[src/rtl/next_state_selector.sv]
// Microsequencer next-state selector: registers the microstore address each cycle.
// Optional call/return stack enabled by defining NSS_STACK_EN.
module next_state_selector #(
    parameter int ADDR_W      = 10,
    parameter int WAIT_LIMIT  = 255,
    parameter int STACK_DEPTH = 4
) (
    input  logic              clk,
    input  logic              reset,
    input  logic [2:0]        ns_sel,
    input  logic [1:0]        cond_sel,
    input  logic              inv,
    input  logic [ADDR_W-1:0] cr_addr,
    input  logic [ADDR_W-1:0] decode_addr,
    input  logic              moc,
    input  logic              cond_true,
    output logic [ADDR_W-1:0] next_state,
    output logic              wait_timeout,
    output logic              stack_ovf,
    output logic              stack_unf
);

    localparam int CNT_W = $clog2(WAIT_LIMIT + 1);

    localparam logic [2:0] NS_DECODE = 3'b000;
    localparam logic [2:0] NS_FETCH  = 3'b001;
    localparam logic [2:0] NS_JUMP   = 3'b010;
    localparam logic [2:0] NS_INC    = 3'b011;
    localparam logic [2:0] NS_BRANCH = 3'b100;
    localparam logic [2:0] NS_WAIT   = 3'b101;
    localparam logic [2:0] NS_CALL   = 3'b110;
    localparam logic [2:0] NS_RET    = 3'b111;

    logic [ADDR_W-1:0] next_state_r;
    logic [ADDR_W-1:0] inc_r;
    logic [CNT_W-1:0]  wait_cnt_r;
    logic              wait_timeout_r;

    logic              sel_cond_s;
    logic              c_s;
    logic [ADDR_W-1:0] d_s;
    logic [CNT_W-1:0]  cnt_d_s;
    logic              timeout_set_s;

`ifdef NSS_STACK_EN
    localparam int SP_W  = $clog2(STACK_DEPTH + 1);
    localparam int IDX_W = (STACK_DEPTH > 1) ? $clog2(STACK_DEPTH) : 1;

    logic [ADDR_W-1:0] stack_r [STACK_DEPTH];
    logic [SP_W-1:0]   sp_r;
    logic [SP_W-1:0]   sp_m1_s;
    logic [IDX_W-1:0]  push_idx_s;
    logic [IDX_W-1:0]  pop_idx_s;
    logic              full_s;
    logic              empty_s;
    logic              push_s;
    logic              pop_s;
    logic              ovf_set_s;
    logic              unf_set_s;
    logic              stack_ovf_r;
    logic              stack_unf_r;

    assign sp_m1_s    = sp_r - SP_W'(1);
    assign push_idx_s = sp_r[IDX_W-1:0];
    assign pop_idx_s  = sp_m1_s[IDX_W-1:0];
    assign full_s     = (sp_r == SP_W'(STACK_DEPTH));
    assign empty_s    = (sp_r == SP_W'(0));
`endif

    // Next-address selection, wait hold counting and stack request decode
    always_comb begin
        case (cond_sel)
            2'b00:   sel_cond_s = moc;
            2'b01:   sel_cond_s = cond_true;
            2'b10:   sel_cond_s = 1'b1;
            2'b11:   sel_cond_s = 1'b0;
            default: sel_cond_s = 1'b0;
        endcase
        c_s           = sel_cond_s ^ inv;
        d_s           = '0;
        cnt_d_s       = '0;
        timeout_set_s = 1'b0;
`ifdef NSS_STACK_EN
        push_s    = 1'b0;
        pop_s     = 1'b0;
        ovf_set_s = 1'b0;
        unf_set_s = 1'b0;
`endif
        case (ns_sel)
            NS_DECODE: d_s = decode_addr;
            NS_FETCH:  d_s = '0;
            NS_JUMP:   d_s = cr_addr;
            NS_INC:    d_s = inc_r;
            NS_BRANCH: d_s = c_s ? cr_addr : inc_r;
            NS_WAIT: begin
                if (c_s) begin
                    d_s = inc_r;
                end else if (wait_cnt_r == CNT_W'(WAIT_LIMIT - 1)) begin
                    // this hold would hit the limit: abort back to fetch
                    d_s           = '0;
                    timeout_set_s = 1'b1;
                end else begin
                    d_s     = next_state_r;
                    cnt_d_s = wait_cnt_r + CNT_W'(1);
                end
            end
            NS_CALL: begin
                d_s = cr_addr;
`ifdef NSS_STACK_EN
                if (full_s) begin
                    ovf_set_s = 1'b1;
                end else begin
                    push_s = 1'b1;
                end
`endif
            end
            NS_RET: begin
`ifdef NSS_STACK_EN
                if (empty_s) begin
                    d_s       = '0;
                    unf_set_s = 1'b1;
                end else begin
                    d_s   = stack_r[pop_idx_s];
                    pop_s = 1'b1;
                end
`else
                d_s = '0;
`endif
            end
            default: d_s = '0;
        endcase
    end

    // Address, incrementer, wait counter and timeout flag registers
    always_ff @(posedge clk or posedge reset) begin
        if (reset) begin
            next_state_r   <= '0;
            inc_r          <= ADDR_W'(1);
            wait_cnt_r     <= '0;
            wait_timeout_r <= 1'b0;
        end else begin
            next_state_r   <= d_s;
            inc_r          <= d_s + ADDR_W'(1);
            wait_cnt_r     <= cnt_d_s;
            wait_timeout_r <= wait_timeout_r | timeout_set_s;
        end
    end

`ifdef NSS_STACK_EN
    // Return-address LIFO, pointer and sticky stack error flags
    always_ff @(posedge clk or posedge reset) begin
        if (reset) begin
            for (int i = 0; i < STACK_DEPTH; i++) begin
                stack_r[i] <= '0;
            end
            sp_r        <= '0;
            stack_ovf_r <= 1'b0;
            stack_unf_r <= 1'b0;
        end else begin
            if (push_s) begin
                stack_r[push_idx_s] <= inc_r;
                sp_r                <= sp_r + SP_W'(1);
            end else if (pop_s) begin
                sp_r <= sp_m1_s;
            end else begin
                sp_r <= sp_r;
            end
            stack_ovf_r <= stack_ovf_r | ovf_set_s;
            stack_unf_r <= stack_unf_r | unf_set_s;
        end
    end

    assign stack_ovf = stack_ovf_r;
    assign stack_unf = stack_unf_r;
`else
    assign stack_ovf = 1'b0;
    assign stack_unf = 1'b0;
`endif

    assign next_state   = next_state_r;
    assign wait_timeout = wait_timeout_r;

endmodule

[config.mk]
export PLATFORM = sky130hd
export DESIGN_NAME = next_state_selector
export DESIGN_NICKNAME = d
export VERILOG_FILES = /design/src/rtl/next_state_selector.sv
export SDC_FILE = /design/constraint.sdc
export NUM_CORES = 1
export LEC_CHECK = 0
export CAP_MARGIN = 30
export CORE_MARGIN = 2
export CORE_UTILIZATION = 49
export CTS_BUF_LIST = sky130_fd_sc_hd__clkbuf_4
export DETAILED_ROUTE_END_ITERATION = 6
export GPL_ROUTABILITY_DRIVEN = 0
export PLACE_DENSITY = 0.9
export SYNTH_ARGS = -nofsm -noshare
export SYNTH_HDL_FRONTEND = slang
export SYNTH_SLANG_ARGS = --single-unit
[constraint.sdc]
create_clock -name clk -period 5.1 [get_ports clk]
set_clock_uncertainty 0.2 [all_clocks]
set_input_delay 1.02 -clock clk [delete_from_list [all_inputs] [get_ports clk]]
set_output_delay 1.02 -clock clk [all_outputs]
set_load 0.02 [all_outputs]
# After elaboration in Yosys (flattened, before gate mapping)
# Cells that the tools add are included.
# word_totals
output_inout_bits	13
elab_cells	34
in_bits	30
reg_bits	29
# op_classes
reduce_logical	4
addsub	2
eq_ne	11
bitwise_logic	2
n_mux	11
# ops
cell	n
one-hot mux 10 bit (6 select lines)	1
two-way mux 10 bit	3
two-way mux 8 bit	3
== test 3 bit, second input constant	4
adder 10 x 1 -> 10 bit, second input constant	1
adder 8 x 1 -> 8 bit, second input constant	1
== test 8 bit, second input constant	1
== test 3 x 2 -> 1 bit, second input constant	2
== test 2 bit, second input constant	2
one-hot mux 1 bit (4 select lines)	1
OR reduction 2 bit	2
== test 3 x 1 -> 1 bit, second input constant	1
logical NOT 3 bit	1
two-way mux 1 bit	3
== test 2 x 1 -> 1 bit, second input constant	1
logical NOT 2 bit	1
bitwise OR 1 bit	1
XOR 1 bit	1

# Logic depth before layout (Yosys ltp)
# depth
depth_word	6
mapped_depth	13
mapped_depth_nobuf	11

# Worst setup path before layout
# No wires, ideal clock.
# synth_path
path_kind	input to register
from	input cond_true
to	register inc_r[8]
slack_ns	1.731
t_required_ns	4.777
arrival_ns	3.046
setup_time_ns	0.123
stages	12
n_path_buf	1
path_cell_list	nor2b_1 -> mux2_4 -> a21boi_4 -> and3_1 -> buf_6 -> a2111oi_2 -> or2_2 -> inv_1 -> ha_1 -> and4_1 -> nand3_1 -> xnor2_1
# synth_between
elab_chain_cells	5
elab_cells_between_ends	6
cone_classes	1 x add/sub; 4 x mux; 1 x bitwise
# synth_rtl
item	line_no	text
start: declaration	16	input logic cond_true,
one-hot mux 1 bit (4 select lines) *	72	case (cond_sel)
XOR 1 bit *	79	c_s = sel_cond_s ^ inv;
two-way mux 10 bit (on tied branches)	96, 94	
one-hot mux 10 bit (6 select lines) *	89	case (ns_sel)
via d_s[0]	41	logic [ADDR_W-1:0] d_s;
adder 10 x 1 -> 10 bit *	143	inc_r <= d_s + ADDR_W'(1);
end signal: assignment	143	
end: declaration	35	logic [ADDR_W-1:0] inc_r;
# The timed path passes the listed nets; every way through them passes the cells marked *.

# Worst setup path in the final report
# layout_path
from	input ns_sel[1]
to	register inc_r[8]
# layout_between
elab_chain_cells	4
elab_cells_between_ends	12
cone_classes	1 x add/sub; 7 x eq/ne; 1 x mux; 3 x reduce/logical
# layout_rtl
item	line_no	text
start: declaration	10	input logic [2:0] ns_sel,
== test 3 bit (tied with other cells)	89	
OR reduction 2 bit (no line)	-	
one-hot mux 10 bit (6 select lines) *	89	
via d_s[0]	41	
adder 10 x 1 -> 10 bit *	143	
# Marked as above.

==> flow_summary.ini <==
[final_layout]
antenna_cells = 0
syn_to_final_growth_pct = 30.5
layout-drive-gt1-share_pct = 15.3
final_nets = 241

[synth]
syn_area_per_cell_um2 = 10.1
synth_edf_count = 0
synth_top_area_cell = dfrtp_1
synth.area.top_cells = dfrtp_1, nor2_1, xnor2_1, xor2_1, o2bb2ai_4
synth.area.mux_share_pct = 3.44
synth_top_family_by_area = simple AND/OR/NAND/NOR gates
synth_cell_type_count = 45
yosys_warnings = 0
ys_ff_latch = 29
synth_xor_area_share_pct = 7.34
synth.cell_area_um2 = 1670
synth_compound_area_share_pct = 18.1
postSynthCellCount = 165
synth_top_area_share_pct = 41.9
synth_common_cells = dfrtp_1, nor2_1, nand2_1
synthArstFlopShare_pct = 100
synthSimpleGateAreaFrac_pct = 21.7
yosys.area_share.adder_pct = 2.25
yosysSeqAreaShare_pct = 43.5
ys.flop_type = dfrtp_1
synth.most_common_cell = dfrtp_1

[routing]
m1WireLength_um = 1680
first_pass_iters = 4
vias_per_cell = 5.35
wirelength_um = 3740
dr.max_layer_used = met4
met2_length_um = 1730
route.detailed.drc = 0
drtIter0Drc = 98
wl_met3_um = 227
antenna_left = 0
dr_total_vias = 1364
wl_per_cell_um = 14.7

[timing]
whs_ps = 269
tns_ps = 0
max_freq_ghz = 0.251
finalSetupViolations = 0
drv_slew = 0
final.min_clock_period_ps = 3990
timing.final.ws_setup_ps = 1110
finalHoldViolations = 0
rsz0062_at_grt = false
fin_crit_sh_pct = 78.1

[floorplanning]
row_count = 21
start_util_pct = 50.5
fp.dieW_um = 62.4
coreArea_um2 = 3310
dieArea_um2 = 3890
ios = 43
die-height_um = 62.4

[power]
power_frac_comb_pct = 27.8
powerDensity_nw_per_um2 = 266
pwr-share-seq_pct = 47.3
ir_worst_vdd_mv = 0.149
power.total_uw = 580
internal_power_uw = 408
swShare_pct = 29.6
power.switching_uw = 172
p_leak_nw = 0.915
p_clk_share_pct = 24.9

[clock_tree]
cts_setup_buffers = 0
ctsResizeCount = 0
cts_buffers = 5
clockBufferDepth = 2
path_clk_slew_ps = 80
cts_tree = yes
cts_max_level = 2
hold_buffers = 0
insertion_delay_ps = 320
clock-root-buffer = clkbuf_4
clock-sinks = 29

[worst_setup_path]
required_ps = 5120
reg2regPathDepth = 11
critPathLaunchType = input port
crit_type = input port to flop
critical_path_peak_fanout = 10
crit_path_end_kind = flop
r2r-end = inc_r[8]
reg2reg_setup_slack_ps = 2170
cp.arrival_ps = 4000
r2r-start = wait_cnt_r[3]

[global_route]
antenna_found_initial = 0
grt_overflow_total = 0
grt_max_degree = 24
grt_pass1_vias = 1423
grt.total_usage_pct = 21.8
grt_pass1_wl_um = 6500

[worst_hold_path]
min_path_type = flop to flop
whs_path_depth = 1
min_from = wait_timeout
holdPathEnd = wait_timeout

[placement]
dpl_worst_slack_ps = 813
place_hpwl_um = 2860
portBuffers = 40

[status]
status = complete, no violations

[run]
drv_cap = 0
[layout by cell type (no fill, tap or decap), types with 3 or more instances in the layout]
| cell | instances |
|---|---|
| a21oi_1 | 7 |
| a22oi_1 | 3 |
| a31oi_1 | 3 |
| and2_1 | 4 |
| and3_1 | 3 |
| clkbuf_4 | 8 |
| clkdlybuf4s50_1 | 40 |
| dfrtp_1 | 28 |
| ha_1 | 3 |
| inv_1 | 5 |
| nand2_1 | 11 |
| nand2b_1 | 3 |
| nand3_1 | 6 |
| nor2_1 | 24 |
| nor3_1 | 3 |
| o21ai_0 | 6 |
| or2_2 | 5 |
| xnor2_1 | 7 |
| xor2_1 | 7 |
[power by group through the flow]
stage / clock [mW] / sequential, mW / combinational [mW]
floorplan: 0 / 0.290 / 0.0806
global placement: 0 / 0.277 / 0.155
detailed placement: 0 / 0.278 / 0.162
CTS: 0.150 / 0.274 / 0.162
global route: 0.159 / 0.277 / 0.175
finish: 0.144 / 0.274 / 0.162
[worst max-delay path, cell delays in order]
cell	delay, ps
clkdlybuf4s50_1	700
nor2_4	120
nor2_1	170
a21boi_4	250
and3_1	480
a2111oi_2	150
or2_2	330
inv_1	90
ha_1	200
and4_1	220
nand3_1	110
xnor2_1	150
[worst max-delay path by stage]
stage,cells after the start,slack [ps],from,endpoint
5_1_grt,12,910,ns_sel[1],inc_r[8]
6_report,12,1110,ns_sel[1],inc_r[8]
2_1_floorplan,12,1730,cond_true,inc_r[8]
3_3_place_gp,12,960,ns_sel[1],inc_r[8]
3_5_place_dp,12,810,ns_sel[1],inc_r[8]
4_1_cts,12,1170,ns_sel[1],inc_r[6]
[logic make-up after synthesis]
kind of cell	count (synthesis)
adder cells (fa/ha/maj)	3
buffers and inverters	11
AND/OR/NAND/NOR	71
flip-flops	29
AO/OA/AOI/OAI	32
XOR/XNOR	14
multiplexers	4
other	1
[registers in the layout (all words and copies together) (netlist names)]
signal	cells
wait_timeout	1
next_state	10
wait_cnt_r	8
inc_r	10
[per-layer routing]
layer / up-vias / GRT usage [%]
met1: 644 / 28.1
met3: 10 / 7.03
li1: 659 / -
met5: - / 0
met2: 51 / 32.0
met4: 0 / 13.1
[final cells by class]
type / count / area, um2
clock buffer: 8 / 60.1
fill: 265 / 1130
sequential: 29 / 727
inverter: 5 / 18.8
tap: 46 / 57.6
multi-input combinational: 126 / 891
timing repair buffer: 41 / 428
[through the flow]
stage	cells	cell area (um2)	utilization [%]
after floorplan	166	1680	-
after global placement	246	2090	63.3
after detailed placement	247	2120	64.1
after CTS	255	2180	65.9
after global routing	255	2180	65.9
final	255	2180	65.9
No activity file was read; power rests on OpenSTA's default activity.
